--- src/rtl/mm_pkg.sv ---
// mm_pkg: shared state encoding and default widths for the matrix-multiply sequencer
package mm_pkg;
  localparam int DATA_WIDTH = 8;
  localparam int OUT_DATA_WIDTH = 20;
  localparam int IDX_W = 4;
  localparam int N = 4;
  typedef enum logic [2:0] {IDLE, LOAD_A, LOAD_B, COMP, CAPT, EMIT, DONE} mm_state_t;
endpackage

--- src/rtl/mm_idx_counter.sv ---
// mm_idx_counter: row-major 2-D index counter that wraps to (0,0) after (row_lim-1, col_lim-1)
module mm_idx_counter #(
  parameter int IDX_W = mm_pkg::IDX_W
) (
  input  logic             clk,
  input  logic             reset,
  input  logic             clr,
  input  logic             inc,
  input  logic [IDX_W-1:0] row_lim,
  input  logic [IDX_W-1:0] col_lim,
  output logic [IDX_W-1:0] row,
  output logic [IDX_W-1:0] col,
  output logic             wrap_last
);
  logic w_col_end;
  assign w_col_end = col == col_lim - 1'b1;
  assign wrap_last = w_col_end && (row == row_lim - 1'b1);
  always_ff @(posedge clk)
    if (reset || clr) begin
      row <= '0;
      col <= '0;
    end else if (inc) begin
      col <= w_col_end ? '0 : col + 1'b1;
      row <= wrap_last ? '0 : w_col_end ? row + 1'b1 : row;
    end
endmodule

--- src/rtl/mm_sequencer.sv ---
// mm_sequencer: loads A and B into the matrix-multiply helper, sweeps C[i][j] and streams results.
// Optional MM_SEQ_PERF_EN adds a saturating busy-cycle counter on perf_cycles.
module mm_sequencer import mm_pkg::*; #(
  parameter int DATA_WIDTH     = mm_pkg::DATA_WIDTH,
  parameter int N              = mm_pkg::N,
  parameter int IDX_W          = mm_pkg::IDX_W,
  parameter int OUT_DATA_WIDTH = mm_pkg::OUT_DATA_WIDTH
) (
`ifdef MM_SEQ_PERF_EN
  output logic [15:0]               perf_cycles,
`endif
  input  logic                      clk,
  input  logic                      reset,
  input  logic                      start,
  input  logic [IDX_W-1:0]          dim_m,
  input  logic [IDX_W-1:0]          dim_k,
  input  logic [IDX_W-1:0]          dim_n,
  input  logic                      in_valid,
  output logic                      in_ready,
  input  logic [DATA_WIDTH-1:0]     in_data,
  output logic                      mm_wr_enable,
  output logic                      mm_compute_enable,
  output logic [DATA_WIDTH-1:0]     mm_in_data,
  output logic [IDX_W-1:0]          mm_i,
  output logic [IDX_W-1:0]          mm_j,
  output logic                      mm_is_first_mat,
  output logic [IDX_W-1:0]          mm_match_dim,
  input  logic [OUT_DATA_WIDTH-1:0] mm_out_data,
  output logic                      out_valid,
  input  logic                      out_ready,
  output logic [OUT_DATA_WIDTH-1:0] out_data,
  output logic                      out_last,
  output logic                      busy,
  output logic                      done,
  output logic                      err
);
  mm_state_t                 r_state;
  logic [IDX_W-1:0]          r_dim_m, r_dim_k, r_dim_n;
  logic [OUT_DATA_WIDTH-1:0] r_out_data;
  logic                      r_out_valid, r_out_last, r_err;
  logic                      w_load, w_idx_on, w_in_hs, w_dims_ok, w_clr, w_inc, w_wrap_last;
  logic [IDX_W-1:0]          w_row, w_col, w_row_lim, w_col_lim;

  assign w_dims_ok = (dim_m != '0) && (dim_m <= IDX_W'(N)) &&
                     (dim_k != '0) && (dim_k <= IDX_W'(N)) &&
                     (dim_n != '0) && (dim_n <= IDX_W'(N));
  assign w_load    = (r_state == LOAD_A) || (r_state == LOAD_B);
  assign w_idx_on  = w_load || (r_state == COMP);
  assign w_in_hs   = w_load && in_valid;
  assign w_clr     = (r_state == IDLE) && start && w_dims_ok;
  assign w_inc     = w_in_hs || ((r_state == EMIT) && out_ready && !r_out_last);
  // The single counter walks A (m x k), then B (k x n), then C (m x n)
  assign w_row_lim = (r_state == LOAD_B) ? r_dim_k : r_dim_m;
  assign w_col_lim = (r_state == LOAD_A) ? r_dim_k : r_dim_n;

  mm_idx_counter #(.IDX_W(IDX_W)) u_idx (
    .clk(clk), .reset(reset), .clr(w_clr), .inc(w_inc),
    .row_lim(w_row_lim), .col_lim(w_col_lim),
    .row(w_row), .col(w_col), .wrap_last(w_wrap_last)
  );

  assign in_ready          = w_load;
  assign mm_wr_enable      = w_in_hs;
  assign mm_compute_enable = r_state == COMP;
  assign mm_in_data        = w_in_hs ? in_data : '0;
  assign mm_i              = w_idx_on ? w_row : '0;
  assign mm_j              = w_idx_on ? w_col : '0;
  assign mm_is_first_mat   = r_state != LOAD_B;
  assign mm_match_dim      = r_dim_k;
  assign out_valid         = r_out_valid;
  assign out_data          = r_out_data;
  assign out_last          = r_out_last;
  assign busy              = r_state != IDLE;
  assign done              = r_state == DONE;
  assign err               = r_err;

  always_ff @(posedge clk)
    if (reset) begin
      r_state     <= IDLE;
      r_dim_m     <= '0;
      r_dim_k     <= '0;
      r_dim_n     <= '0;
      r_out_data  <= '0;
      r_out_valid <= 1'b0;
      r_out_last  <= 1'b0;
      r_err       <= 1'b0;
    end else begin
      r_err <= (r_state == IDLE) && start && !w_dims_ok;
      case (r_state)
        IDLE:   if (w_clr) begin
                  r_dim_m <= dim_m;
                  r_dim_k <= dim_k;
                  r_dim_n <= dim_n;
                  r_state <= LOAD_A;
                end
        LOAD_A: if (w_in_hs && w_wrap_last) r_state <= LOAD_B;
        LOAD_B: if (w_in_hs && w_wrap_last) r_state <= COMP;
        COMP:   r_state <= CAPT;
        CAPT:   begin
                  r_out_data  <= mm_out_data;
                  r_out_valid <= 1'b1;
                  r_out_last  <= w_wrap_last;
                  r_state     <= EMIT;
                end
        EMIT:   if (out_ready) begin
                  r_out_valid <= 1'b0;
                  r_out_last  <= 1'b0;
                  r_state     <= r_out_last ? DONE : COMP;
                end
        DONE:   r_state <= IDLE;
        default: r_state <= IDLE;
      endcase
    end

`ifdef MM_SEQ_PERF_EN
  always_ff @(posedge clk)
    if (reset || w_clr) perf_cycles <= '0;
    else if ((r_state != IDLE) && (perf_cycles != 16'hFFFF)) perf_cycles <= perf_cycles + 1'b1;
`endif
endmodule

--- config.mk ---
export PLATFORM = sky130hd
export DESIGN_NAME = mm_sequencer
export DESIGN_NICKNAME = d
export VERILOG_FILES = /design/src/rtl/mm_pkg.sv /design/src/rtl/mm_idx_counter.sv /design/src/rtl/mm_sequencer.sv
export SDC_FILE = /design/constraint.sdc
export NUM_CORES = 1
export LEC_CHECK = 0
export ABC_CLOCK_PERIOD_IN_PS = 3870
export BUFFER_PORTS_ARGS = -buffer_cell sky130_fd_sc_hd__buf_2
export CORE_MARGIN = 2
export CORE_UTILIZATION = 30
export CTS_CLUSTER_SIZE = 24
export DETAILED_ROUTE_END_ITERATION = 6
export PLACE_DENSITY = 0.6
export SKIP_CTS_REPAIR_TIMING = 1
export SLEW_MARGIN = 20
export SYNTH_ARGS = -nofsm -noshare
export SYNTH_HDL_FRONTEND = slang
export SYNTH_SLANG_ARGS = --single-unit
--- constraint.sdc ---
create_clock -name clk -period 3.87 [get_ports clk]
set_clock_uncertainty 0.15 [all_clocks]
set_input_delay 0 -clock clk [delete_from_list [all_inputs] [get_ports clk]]
set_output_delay 0 -clock clk [all_outputs]
set_load 0.01 [all_outputs]
* Yosys cells after proc, flatten, opt, wreduce, memory -nomap -nowiden
Cells that the tools add are included.
Storage, ports and cells: register bits after elaboration 46, bits in latches 0, memory bits (writable) 0, ROM bits 0, bits of input ports 45, output and inout bits 49, word-level logic and storage cells 77, memories 0
Operators by class: add/subtract/negate cells 4, multipliers 0, divide/modulo/power cells 0, magnitude comparators 3, equal/unequal tests 13, shift operators 0, mux-type cells 17, bitwise gates (word level) 0, reduce and logical (&&, ||, !) cells 30
Operators by type and width (number):
- 4-bit two-way mux | 7
- 3-bit one-hot mux with 6 select lines | 1
- 3-bit two-way mux | 5
- 1-bit logical AND | 13
- 4-bit by 3-bit less-or-equal comparator with 1-bit output (second input constant) | 3
- 4-bit nonzero test | 3
- 3-bit == test (second input constant) | 3
- 4-bit by 1-bit adder with 4-bit output (second input constant) | 2
- 4-bit == test | 2
- 8-bit two-way mux | 1
- 4-bit by 1-bit subtractor with 4-bit output (second input constant) | 2
- 3-bit by 2-bit == test with 1-bit output (second input constant) | 2
- 2-bit by 1-bit inequality test with 1-bit output (second input constant) | 3
- 2-bit AND reduction | 3
- 1-bit logical OR | 4
- 1-bit one-hot mux with 2 select lines | 2
- 4-bit AND reduction | 1
- 2-bit nonzero test | 2
- 3-bit by 1-bit == test with 1-bit output (second input constant) | 1
- 3-bit zero test | 1
- 3-bit by 2-bit inequality test with 1-bit output (second input constant) | 1
- 3-bit nonzero test | 1
- 1-bit zero test | 2
- 2-bit inequality test (second input constant) | 1
- 1-bit two-way mux | 1

* Longest topological paths before layout
Gate-level depths: netlist (run 1).
depth in word-level cells 9, gate-level depth with buffers 11

* Cells and area by module
Synthesis (run 1) repeated with hierarchy kept, for this count alone.
Unflattened totals: cells, all modules 285, area, all modules 2446.1 um^2
Modules (own cells, without submodules):
- mm_sequencer | times used 1, cells each 223, area each 1885.6 um^2, sequential area each 760.7 um^2
- mm_idx_counter | times used 1, cells each 62, area each 560.5 um^2, sequential area each 160.2 um^2

* Least setup slack after synthesis (run 1)
Ideal clock, no wire load.
path kind reg2reg, from register r_state[0], to register r_state[1], library setup time 0.086 ns, data arrival time 2.397 ns, required time 3.634 ns, path slack 1.237 ns, cell stages (with the launch flop) 11, path buffers 1, period minus slack after synthesis 2.633 ns, cell sequence dfxtp_1 nand2b_1 nand2b_1 buf_2 mux2i_1 ha_1 xnor2_1 xnor2_1 nand4_1 o311a_1 a211oi_1
On the way: longest elaborated chain between the ends 8, elaborated cells on any way between the ends 24, classes of those cells add/sub (2); eq/ne (11); mux (3); reduce/logical (8)
RTL lines:
- start: declaration | line mm_sequencer.sv:37 | mm_state_t r_state;
- start signal: assignment | line mm_sequencer.sv:108 | r_state <= r_out_last ? DONE : COMP;
- 3-bit by 1-bit == test with 1-bit output or 3-bit by 2-bit == test with 1-bit output (tied branches)
- 4-bit two-way mux, on equally long branches | line mm_sequencer.sv:54, mm_sequencer.sv:53
- 4-bit by 1-bit subtractor with 4-bit output, on equally long branches | line mm_idx_counter.sv:16, mm_idx_counter.sv:17
- 4-bit == test, on equally long branches | line mm_idx_counter.sv:16, mm_idx_counter.sv:17
- 1-bit logical AND | line mm_idx_counter.sv:17 | assign wrap_last = w_col_end && (row == row_lim - 1'b1);
- 1-bit logical AND | line mm_sequencer.sv:96, mm_sequencer.sv:97
- 2-bit by 1-bit inequality test with 1-bit output (no source line)
- 4-bit AND reduction (no source line)
Parallel ways exist; a longest one is shown, timed or not. A chain may end at the register's enable or synchronous reset.

* Worst setup path in the final report (run 1)
Same ends and word-level chain as after synthesis.

==> impl.org, run 1 <==
** Global routing
- Across every metal layer, demand over resource in global routing totals between 10 and 15%.
- After global routing the overflow that remains totals 0.
- Number of antenna violations at the first check in global routing :: 0
- Entering global routing, the biggest net connects 40 pins.
- Vias in the first global route :: 2092
- The first global-routing pass estimated about 9.9 mm of wire.

** Worst setup path
- Grouping stages by cell kind, the critical path spends the most delay in simple AND/OR/NAND/NOR gates.
- Slowest cell on the critical path :: sky130_fd_sc_hd__dfxtp_1
- Critical path, cell by cell :: nand2b_1 > nand2b_1 > mux2i_1 > ha_1 > xnor2_1 > xnor2_1 > nand4_1 > o311a_1 > a211oi_1
- Largest fanout of any net on the critical path :: 8
- Kind of critical path :: reg2reg
- The worst setup path is launched from a flip-flop.
- Crit. End Element :: flip-flop
- For the worst setup path, the data required time is 3.93 ns.
- For this run, the slowest stage of the critical path takes around 0.5 ns.
- Arrival time worst endpoint :: approximately 3.1 ns
- Buf+Inv Stages, Crit Path :: 0

** STA
- Maximum clock frequency :: 0.325 GHz
- Setup repair after global routing left no endpoint under its margin.
- Final worst path period share :: 79.6%
- Remaining max-slew budget at the tightest pin :: between 40% and 50%
- Count of final hold-check violations :: 0
- The clock period could shrink to 3.08 ns.
- In the post-route analysis, the smallest setup slack over all paths is a little under 0.8 ns.
- Setup Total Neg Slack :: 0 ns
- The max-slew violation count is 0.
- Setup violators final :: 0
- At the pin with the least slew margin, the transition time is between 0.8 and 0.9 ns.

** Clocking
- Clock tree synthesis selected as its root buffer the cell sky130_fd_sc_hd__clkbuf_8.
- TritonCTS built the clock tree.
- Maximum clock insertion buffer count :: 2
- Clock-pin slew was measured on the worst setup and hold paths at 0.09 ns.
- Buffers inserted during clock tree synthesis total 5.
- CTS built an H-tree with a depth of 2.
- Number of clock sinks :: 46
- Clock insertion delay at the later pin of the skew report :: 0.30 ns

** Yosys
- The synthesized netlist occupies a cell area of 2260 sq um.
- Async SR Flop Fraction :: 0%
- Count of yosys warnings during synthesis :: 0
- Averaged over all synthesized cells, the footprint is 8.12 sq um.
- Post-synthesis sequential area ratio :: 40.8%
- The synthesized design contains 0 enable-type register cells.
- Counting flops and latches in the post-synthesis netlist gives 46.
- Synthesized instance count :: 278
- Mapped Nets :: 327
- After synthesis, the netlist uses 38 different library cells.
- Primary FF master, synth :: sky130_fd_sc_hd__dfxtp_1

** Floorplan
- Placeable core region :: a little over 7000 sq um
- Cell row count :: 31
- The die is 90.8 microns wide.
- Boundary Pins :: 94
- For this configuration, the core starts out at a cell density of 31.1%.
- Die height :: slightly above 90 microns
- Area enclosed by the die boundary :: 8240 sq um

** Power and ir drop
- The analysis attributes to cell leakage a power of 0.00141 uW.
- The worst-case IR drop observed on VDD is 0.000141 V.
- Power spread over the standard cell area amounts to 309 nW/um^2.

** Detailed routing
- Final routed wire length divided by cell count :: 13.1 microns
- In the routed layout, each cell is associated on average with a via count of 4.68.
- For this block, the initial DRC count from the detailed router was 104.
- The pre-antenna-repair detailed-routing pass consisted of 4 iterations.
- In this run the remaining antenna-violating nets after routing total 0.
- For this run, design rule violations remaining after detail routing come to 0.
- Summed over all layers, the routed wires come to 6.52 mm.
- Via count :: 2326

** Job
- Max-cap violations in this run came to 0.

** Layout
- Multi-input gate area in the final layout :: 1280 sq um
- Number of standard cells in the layout, taps in and fillers out :: 497
- Count of filler cells inserted in the layout :: 720
- After the last flow step, the layout net total stands at 446.
- The post-route netlist has 26.6% of its cells at a drive strength greater than 1.
- Area growth from synthesis to layout :: 44.9%
- The library cell used most frequently in the layout, excluding fill and tap cells, is sky130_fd_sc_hd__buf_2.
- Commonest cells after routing, fill and taps aside :: 93 x sky130_fd_sc_hd__buf_2, 53 x sky130_fd_sc_hd__nand2_1, 46 x sky130_fd_sc_hd__dfxtp_1, 32 x sky130_fd_sc_hd__dlygate4sd3_1, 28 x sky130_fd_sc_hd__a21oi_1
- The repair_antennas step left the layout with diodes totalling 0.
- In the final layout, flip-flops and latches occupy slightly above 900 sq um.

** Placement
- Place WS :: about 0.84 ns
- GPL Wtd Cong :: 0.834
- Number of input and output port buffers inserted :: 93
- After detailed placement, the design holds a cell count of 457.
- The HPWL after detailed placement is 4.53 mm.

** Min path
- Path type of the worst min-delay path :: in2reg

** Outcome
- Outcome :: complete, no violations
-- stage by stage --
step | hold slack [ns] | util, % | instance area (sq um) | power, uW
after global placement | 0.0903 | 38.7 | 2800 | 557
after detailed placement | 0.0986 | 38.7 | 2810 | 558
after floorplan | -0.0140 | - | 2260 | 523
final | 0.0994 | 45.1 | 3270 | 1010
after global routing | 0.120 | 45.1 | 3270 | 1050
after CTS | -0.230 | 40.7 | 2950 | 1000
-- tightest hold or removal path, stage by stage --
cell and delay [ns]:
sky130_fd_sc_hd__buf_2 0.11, sky130_fd_sc_hd__nand2_1 0.16, sky130_fd_sc_hd__o311a_1 0.19, sky130_fd_sc_hd__a211oi_1 0.05
-- per-layer routing --
layer	up-vias	wire (microns)	track usage [%]	part of all wire (%)
met5	-	0	0	0
met4	0	54	3.97	0.83
met3	4	291	2.59	4.5
met2	59	3220	24.5	49
met1	1083	2950	19.0	45
li1	1180	-	-	-
-- sequential cells by signal (all words and copies together) (netlist names) --
register / cells
u_idx.col: 4
r_state: 3
r_dim_n: 4
r_dim_m: 4
u_idx.row: 4
err: 1
out_valid: 1
mm_match_dim: 4
out_data: 20
out_last: 1
-- worst paths after layout --
| kind | start | to | slack (ns) | cells after the start |
|---|---|---|---|---|
| worst max-delay path | r_state[0]$_SDFFE_PP0P_ | r_state[1]$_SDFFE_PP0P_ | 0.79 | 9 |
| worst min-delay path | in_valid | r_state[1]$_SDFFE_PP0P_ | 0.1 | 4 |
| worst max register to register | r_state[0]$_SDFFE_PP0P_ | r_state[1]$_SDFFE_PP0P_ | 0.79 | 9 |
| worst min register to register | out_data[11]$_SDFFE_PP0P_ | out_data[11]$_SDFFE_PP0P_ | 0.30 | 2 |
-- synthesized netlist by cell type, types with 2 or more instances --
master	number	area (sq um)
sky130_fd_sc_hd__ha_1	4	50.1
sky130_fd_sc_hd__clkbuf_1	10	37.5
sky130_fd_sc_hd__dfxtp_1	46	921
sky130_fd_sc_hd__nor4_1	2	12.5
sky130_fd_sc_hd__or3_1	7	43.8
sky130_fd_sc_hd__o21ai_0	3	15.0
sky130_fd_sc_hd__xor2_1	6	52.6
sky130_fd_sc_hd__a31oi_1	3	18.8
sky130_fd_sc_hd__nand2b_1	3	18.8
sky130_fd_sc_hd__mux2i_1	17	170
sky130_fd_sc_hd__nor2_1	22	82.6
sky130_fd_sc_hd__nor2b_1	2	12.5
sky130_fd_sc_hd__nand2_1	53	199
sky130_fd_sc_hd__o22ai_1	3	18.8
sky130_fd_sc_hd__buf_2	3	15.0
sky130_fd_sc_hd__a211oi_1	3	22.5
sky130_fd_sc_hd__xnor2_1	10	87.6
sky130_fd_sc_hd__nand4_1	2	12.5
sky130_fd_sc_hd__a21oi_1	28	140
sky130_fd_sc_hd__nand3_1	6	30.0
sky130_fd_sc_hd__nor3_1	7	35.0
sky130_fd_sc_hd__inv_1	3	11.3
sky130_fd_sc_hd__and2_1	19	119
sky130_fd_sc_hd__o211ai_1	2	15.0
-- cells by family after synthesis --
logic type               synth area share, %
XOR/XNOR                                6.20
multiplexers                            7.53
flip-flops                              40.8
AO/OA/AOI/OAI                           12.5
adder cells (fa/ha/maj)                 2.22
AND/OR/NAND/NOR                         27.8
buffers and inverters                   2.99
-- power breakdown --
group | switching [uW] | internal [uW]
clock | 164 | 276
sequential | 3.94 | 476
combinational | 40.0 | 52.4
-- layout make-up --
type | instances | share of cell area [%]
Clock buffer | 6 | 2.52
Clock inverter | 2 | 1.83
Inverter | 3 | 0.344
Multi-Input combinational cell | 215 | 39.1
Sequential cell | 46 | 28.1
Tap cell | 99 | 3.78
Timing Repair Buffer | 126 | 24.2
(Power assumes the default switching activity.)
==> run 2: changes to the inputs <==
ABC_CLOCK_PERIOD_IN_PS = 3150   (was 3870)
clock period = 3.15 ns   (was 3.87 ns; I/O delays follow)
==> run 2 against run 1 <==
The run now ends with negative hold slack left. Sequential cell count unchanged. Non-clock buffer count grew 3. Combinational power increased by 20%. Cell area is 0.65% lower. Die area stayed put. Critical path depth unchanged. Via count stayed put. Final cell count rose by 0.60%. Worst setup slack worse by 0.48 ns. Routed wire length shrank 2.4%. Register-to-register slack got worse by 0.48 ns. First-iteration DRC count increased by 2.9%.
==> impl.org, run 2 (same netlist as run 1, synthesis figures left out) <==
** Global routing
- Aggregate global routing overflow :: 0 (unchanged)
- The via count of the first global-routing pass came to 2064 (-1.3%).
- The total global routing track utilization was 14.5% (-0.045 points).
- Number of antenna violations at the first check in global routing :: 0 (unchanged)
- The maximum number of pins on one net before global-route repair is 40 (unchanged).
- Global-route wire length before repair :: 9.83 mm (-0.42%)

** STA
- The relative max-transition margin came to 52.1% (+5.6 points).
- Number of max-slew violations in the final report :: 0 (unchanged)
- The final critical-path required period came to 2.84 ns (-0.236 ns).
- Final worst path period share :: 90.3% (+11 points)
- Setup repair after global routing left no endpoint under its margin.
- The pin slew with the least headroom to its limit is 0.719 ns (-0.0819 ns).
- WHS :: -0.0584 ns (-0.158 ns)
- The final worst slack came to 0.307 ns (-0.484 ns).
- Setup Total Neg Slack :: 0 ns (unchanged)
- Count of final hold-check violations :: 2 (+2)
- Maximum clock frequency :: 0.352 GHz (+8.3%)
- Setup violators final :: 0 (unchanged)

** Power and ir drop
- Static leakage :: 0.00140 uW (-0.16%)
- The switching power as a share of total power came to 22.8% (+2.2 points).
- The internal cell power was 884 uW (+10%).
- The net switching component of the power came to 260 uW (+25%).
- The sequential group share of total power is 51.5% (+4.1 points).
- Fraction of power consumed by combinational cells :: 9.7% (+0.6 points)
- The clock share of power came to 38.8% (-4.7 points).
- The maximum VDD drop was 0.000158 V (+12%).
- The power density relative to cell area is 352 nW/um^2 (+14%).

** Worst setup path
- The length in cells of the worst reg-to-reg path came to 9 (unchanged).
- Crit-path leading delay family :: simple AND/OR/NAND/NOR gates
- The worst reg-to-reg setup slack was 0.31 ns (-0.48 ns).
- The buffering stage count on the worst path with inverters included is 0 (unchanged).
- Startpoint Class :: flip-flop
- Reg-to-Reg Start :: r_state[0]$_SDFFE_PP0P_
- The setup path with the least slack is of type reg2reg.
- The peak per-stage delay on the critical path was 0.49 ns (about the same).
- The worst setup path is captured at a flip-flop.
- Slowest cell on the critical path :: sky130_fd_sc_hd__or4_1
- Critical path, cell by cell :: nor3b_4 > mux2i_1 > ha_1 > xor2_1 > xnor2_1 > nor3_1 > and2_4 > or4_1 > a31oi_1
- The largest fanout on the critical path is 8 (unchanged).
- The worst register-to-register path ends at u_idx.col[3]$_SDFFE_PP0P_.
- The critical path required time came to 3.24 ns (-0.69 ns).
- Arrival time worst endpoint :: 2.93 ns (-0.21 ns)
- The critical path depth in cells is 9 (unchanged).

** Placement
- The total placed cells including tap cells came to 462 (+1.1%).
- Number of input and output port buffers inserted :: 93 (unchanged)
- The placed wire-length estimate after detailed placement came to 4.47 mm (-1.4%).
- The placer's final routability congestion estimate was 0.838 (+0.50%).
- The post-placement setup slack was 0.332 ns (-0.512 ns).

** Layout
- The post-layout instance count excluding filler cells was 500 (+0.60%).
- Post-layout utilization of the core :: 44.8% (-0.29 points)
- Number of flip-flops under the largest register name :: 20 (unchanged)
- Area growth from synthesis to layout :: 44.0%
- The number of nets in the layout was 449 (+0.67%).
- Commonest non-fill, non-tap cell in the layout :: sky130_fd_sc_hd__buf_2
- The total inserted antenna cells came to 0 (unchanged).
- In the layout the commonest cells are 93 x sky130_fd_sc_hd__buf_2, 53 x sky130_fd_sc_hd__nand2_1, 46 x sky130_fd_sc_hd__dfxtp_1, 30 x sky130_fd_sc_hd__dlygate4sd3_1, 28 x sky130_fd_sc_hd__a21oi_1.
- Share of final-layout standard cells stronger than drive strength 1 :: 27.4% (+0.80 points)

** Floorplan
- Boundary Pins :: 94 (unchanged)
- The initial core utilization was 31.1% (unchanged).
- Placeable core region :: 7250 sq um (unchanged)
- X dimension of the die :: 90.8 microns (unchanged)
- Die height :: 90.8 microns (unchanged)
- The overall die area is 8240 sq um (unchanged).
- Cell row count :: 31 (unchanged)

** Clocking
- Clock tree from TritonCTS :: yes
- Number of buffers created by CTS :: 5 (unchanged)
- Clock slew at the register clock pins of the worst setup and hold paths :: 0.09 ns (about the same)
- The number of levels in the clock H-tree was 2 (unchanged).
- The insertion delay of the later-clocked pin in the worst-skew pair came to 0.30 ns (about the same).
- In this run the clock root is driven by a sky130_fd_sc_hd__clkbuf_8.
- Maximum clock insertion buffer count :: 2 (unchanged)
- The number of sinks on the clock net came to 46 (unchanged).

** Detailed routing
- DRT Wirelength :: 6.36 mm (-2.4%)
- The number of violations reported at the end of detailed-routing iteration 0 was 107 (+2.9%).
- The ratio of routed vias to standard cells came to 4.65 (-0.60%).
- Via count :: 2326 (unchanged)
- TritonRoute pass-1 iters :: 4 (unchanged)
- Final routed wire length divided by cell count :: 12.7 microns (-2.9%)
- Post-route DRC violation count :: 0 (unchanged)
- Post-DRT Antenna Nets :: 0 (unchanged)

** Outcome
- The final reports fail on negative hold slack.
- Outcome :: finished with violations

** Min path
- Number of cells on the worst hold path :: 4 (unchanged)
- The min-delay analysis places its worst path in the category in2reg.
- For hold timing, the worst endpoint is r_state[2]$_SDFFE_PP0P_.
- In this run the most critical hold path is launched from out_ready.

** Job
- Number of violations of the max-capacitance limit :: 0 (unchanged)
## run 2: cell count changes in the layout (fill, tap and decap cells not counted)
cell,delta
sky130_fd_sc_hd__nor3_2,+1
sky130_fd_sc_hd__clkbuf_8,-1
sky130_fd_sc_hd__buf_4,+5
sky130_fd_sc_hd__dlygate4sd3_1,-2
sky130_fd_sc_hd__clkinvlp_4,+1
sky130_fd_sc_hd__bufinv_16,-1
sky130_fd_sc_hd__clkbuf_1,+1
sky130_fd_sc_hd__nor3_4,-1
## run 2: stage by stage
stage | cell area [sq um] | total power, uW
after floorplan | 2260 | 642
after global placement | 2840 | 684
after detailed placement | 2840 | 684
after CTS | 2950 | 1130
after global routing | 3250 | 1200
final | 3250 | 1140
## run 2: layout make-up
class                           count  area (sq um)
Sequential cell                    46           921
Timing Repair Buffer              129           811
Inverter                            3          11.3
Clock buffer                        6          72.6
Tap cell                           99           124
Fill cell                         755          4000
Multi-Input combinational cell    215          1270
Clock inverter                      2          37.5
## run 2: tightest hold or removal path, delay by kind of cell
family	cells	cell delay [ns]
buffers and inverters	1	0.12
and+or+nand+nor	2	0.16
AOI/OAI and AO/OA	1	0.08
## run 2: worst max path at each step
stage,start,to
final,r_state[0]$_SDFFE_PP0P_,u_idx.col[3]$_SDFFE_PP0P_
after global routing,r_state[0]$_SDFFE_PP0P_,r_state[1]$_SDFFE_PP0P_
after CTS,r_state[0]$_SDFFE_PP0P_,u_idx.col[3]$_SDFFE_PP0P_
after detailed placement,r_state[0]$_SDFFE_PP0P_,u_idx.col[3]$_SDFFE_PP0P_
after global placement,r_state[0]$_SDFFE_PP0P_,u_idx.col[3]$_SDFFE_PP0P_
after floorplan,r_state[0]$_SDFFE_PP0P_,r_state[1]$_SDFFE_PP0P_
## run 2: power by group through the flow
| stage | Sequential, uW | Combinational (uW) | Clock, uW |
|---|---|---|---|
| 6_report | 589 | 111 | 445 |
| 5_1_grt | 590 | 123 | 486 |
| 4_1_cts | 589 | 82.2 | 462 |
| 3_5_place_dp | 603 | 81.8 | 0 |
| 3_3_place_gp | 603 | 81.3 | 0 |
| 2_1_floorplan | 602 | 39.9 | 0 |
## run 2: layer usage
metal | vias to the layer above | wire length, microns | global-route usage (%) | share of wire (%)
li1 | 1189 | - | - | -
met1 | 1063 | 2820 | 19.0 | 44
met2 | 68 | 3120 | 23.9 | 49
met3 | 6 | 341 | 2.67 | 5.4
met4 | 0 | 82 | 4.62 | 1.3
met5 | - | 0 | 0 | 0
==> run 3: changes to the inputs <==
CELL_PAD_IN_SITES_DETAIL_PLACEMENT = 1   (was unset)
CELL_PAD_IN_SITES_GLOBAL_PLACEMENT = 1   (was unset)
CORE_UTILIZATION = 34   (was 30)
HOLD_SLACK_MARGIN = 0.02   (was unset)
PLACE_DENSITY = 0.86   (was 0.6)
==> run 3 against run 2 <==
The run now ends clean. Maximum frequency fell by 3.4%. Global-route usage grew 4.2 points. Sequential cell count stayed put. Routed wire length rose by 22%. Clock power up 20%. Non-clock buffer count is 3 higher. Critical endpoint is now r_state[0]$_SDFFE_PP0P_.
==> impl.org, run 3 (same netlist as run 1, synthesis figures left out) <==
** Outcome
- Outcome :: complete, no violations

** Worst setup path
- The setup path with the least slack is of type reg2reg.
- The slowest stage of the critical path is the sky130_fd_sc_hd__dfxtp_1 cell.
- Arrival time worst endpoint :: 2.99 ns (+0.06 ns)
- Startpoint Class :: flip-flop
- The critical path required time is 3.20 ns (-0.04 ns).
- The critical path goes through nand2b_1 > nand2b_2 > mux2i_1 > ha_1 > xor2_1 > nand4_1 > buf_4 > nand2b_1 > a311o_1.
- The largest fanout on the critical path is 8 (unchanged).
- The worst setup path is captured at a flip-flop.
- The peak per-stage delay on the critical path was 0.48 ns (about the same).
- Most frequent CP cell :: sky130_fd_sc_hd__nand2b_1

** STA
- Setup repair after global routing left no endpoint under its margin.
- The highest clock rate is 0.340 GHz (-3.4%).
- Remaining max-slew budget at the tightest pin :: 50.3% (-1.8 points)
- The setup violation total in the final timing report was 0 (unchanged).
- The final number of hold-violating endpoints is 0 (-2).
- The pin slew with the least headroom to its limit is 0.746 ns (+0.0273 ns).
- Final worst path period share :: 93.4% (+3.2 points)
- The final critical-path required period was 2.94 ns (+0.100 ns).
- The final worst slack came to 0.206 ns (-0.100 ns).
- Number of max-slew violations in the final report :: 0 (unchanged)
- Setup Total Neg Slack :: 0 ns (unchanged)

** Global routing
- The maximum number of pins on one net before global-route repair was 40 (unchanged).
- Total GRT Usage :: 18.7% (+4.2 points)
- Aggregate global routing overflow :: 0 (unchanged)
- The via count of the first global-routing pass is 2294 (+11%).
- The initial antenna violation count is 0 (unchanged).
- The global-route wire length before repair is 11.0 mm (+12%).

** Layout
- The fraction of layout cells with a size suffix above 1 was 28.0% (+0.54 points).
- In the layout the commonest cells are 93 x sky130_fd_sc_hd__buf_2, 53 x sky130_fd_sc_hd__nand2_1, 46 x sky130_fd_sc_hd__dfxtp_1, 32 x sky130_fd_sc_hd__dlygate4sd3_1, 28 x sky130_fd_sc_hd__a21oi_1.
- Net count, final :: 452 (+0.67%)
- Number of flip-flops under the largest register name :: 20 (unchanged)
- The total inserted antenna cells is 0 (unchanged).
- Area growth from synthesis to layout :: 45.3%
- Count of filler cells inserted in the layout :: 790 (+4.6%)
- The library cell used most frequently in the layout, excluding fill and tap cells, is sky130_fd_sc_hd__buf_2.

** Min path
- Path type of the worst min-delay path :: in2reg

** Power and ir drop
- Maximum vdd ir drop :: 0.000355 V (+120%)
- The power density relative to cell area was 379 nW/um^2 (+7.6%).
- The cell leakage power was 0.00144 uW (+2.4%).
- The total power after layout came to 1240 uW (+8.6%).

** Detailed routing
- The ratio of routed vias to standard cells is 5.17 (+11%).
- Via count :: 2486 (+6.9%)
- Iteration-0 DRC count of the detailed router :: 103 (-3.7%)
- The total DRC errors in the routed layout was 0 (unchanged).
- DRT Wirelength :: 7.76 mm (+22%)
- The detailed-router iteration count before antenna repair came to 4 (unchanged).
- The average detailed-routed wire length per instance came to 16.1 microns (+27%).
- The number of routed nets with antenna violations came to 0 (unchanged).

** Floorplan
- The top-level port count is 94 (unchanged).
- The row count is 29 (-6.5%).
- The initial core utilization was 35.4% (+4.2 points).
- X dimension of the die :: 85.5 microns (-5.8%)
- Placeable core region :: 6390 sq um (-12%)
- The height of the die is 85.5 microns (-5.8%).
- The overall die area is 7310 sq um (-11%).

** Clocking
- Number of buffers created by CTS :: 5 (unchanged)
- The maximum root-to-sink buffer count came to 2 (unchanged).
- TritonCTS built the clock tree.
- The insertion delay of the later-clocked pin in the worst-skew pair came to 0.30 ns (about the same).
- The clock-pin slew on the worst setup and hold paths was 0.10 ns (about the same).
- The number of levels in the clock H-tree came to 2 (unchanged).
- The cell sitting at the root of the clock tree is a sky130_fd_sc_hd__clkbuf_8.
- The number of sinks on the clock net is 46 (unchanged).

** Placement
- The total of buffers placed on input and output ports came to 93 (unchanged).
- The placed wire-length estimate after detailed placement is 5.07 mm (+13%).
- The placer's final routability congestion estimate is 0.825 (-1.6%).
- The post-placement setup slack came to 0.0880 ns (-0.244 ns).

** Job
- The max-capacitance violation count came to 0 (unchanged).
## run 3: path summary, 6_finish.rpt
kind	start	end	cells past startpoint	slack [ns]
setup reg to reg	r_state[0]$_SDFFE_PP0P_	r_state[0]$_SDFFE_PP0P_	9	0.21
hold reg to reg	out_data[10]$_SDFFE_PP0P_	out_data[10]$_SDFFE_PP0P_	2	0.31
setup / recovery	r_state[0]$_SDFFE_PP0P_	r_state[0]$_SDFFE_PP0P_	9	0.21
hold / removal	in_valid	r_state[1]$_SDFFE_PP0P_	4	0.1
## run 3: metal layers
layer  vias up  global-route usage (%)  routed length (microns)
met5         -                       0                        0
li1       1192                       -                        -
met2        60                    33.8                     4190
met4         0                    3.90                      121
met1      1223                    23.2                     3120
met3        11                    3.37                      326
## run 3: layout make-up
class / instances / area [sq um] / share of cell area (%)
Sequential cell: 46 / 921 / 28.1
Clock buffer: 5 / 68.8 / 2.10
Tap cell: 77 / 96.3 / 2.94
Clock inverter: 3 / 68.8 / 2.10
Multi-Input combinational cell: 215 / 1280 / 38.9
Inverter: 3 / 11.3 / 0.343
Timing Repair Buffer: 132 / 838 / 25.5
## run 3: critical path, delay by kind of cell (launching register included)
| kind | cells | cell delay (ns) |
|---|---|---|
| buffers and inverters | 1 | 0.20 |
| adder cells (fa/ha/maj) | 1 | 0.30 |
| XOR/XNOR | 1 | 0.19 |
| AO/OA/AOI/OAI | 1 | 0.30 |
| AND/OR/NAND/NOR | 4 | 0.86 |
| multiplexers | 1 | 0.35 |
| flip-flops | 1 | 0.48 |
## run 3: power breakdown
group	internal, uW	leakage, uW	switching, uW
clock	318	0.0000683	217
combinational	65.2	0.000999	52.9
sequential	585	0.000371	4.84
## run 3: through the flow
| stage | instances | util, % | hold WS [ns] | cell area [sq um] |
|---|---|---|---|---|
| final | 481 | 51.4 | 0.0983 | 3280 |
| after global placement | 440 | 44.1 | 0.0940 | 2810 |
| after floorplan | 278 | - | -0.0140 | 2260 |
| after detailed placement | 440 | 44.1 | 0.0985 | 2810 |
| after global routing | 481 | 51.4 | 0.134 | 3280 |
| after CTS | 448 | 46.2 | -0.221 | 2950 |
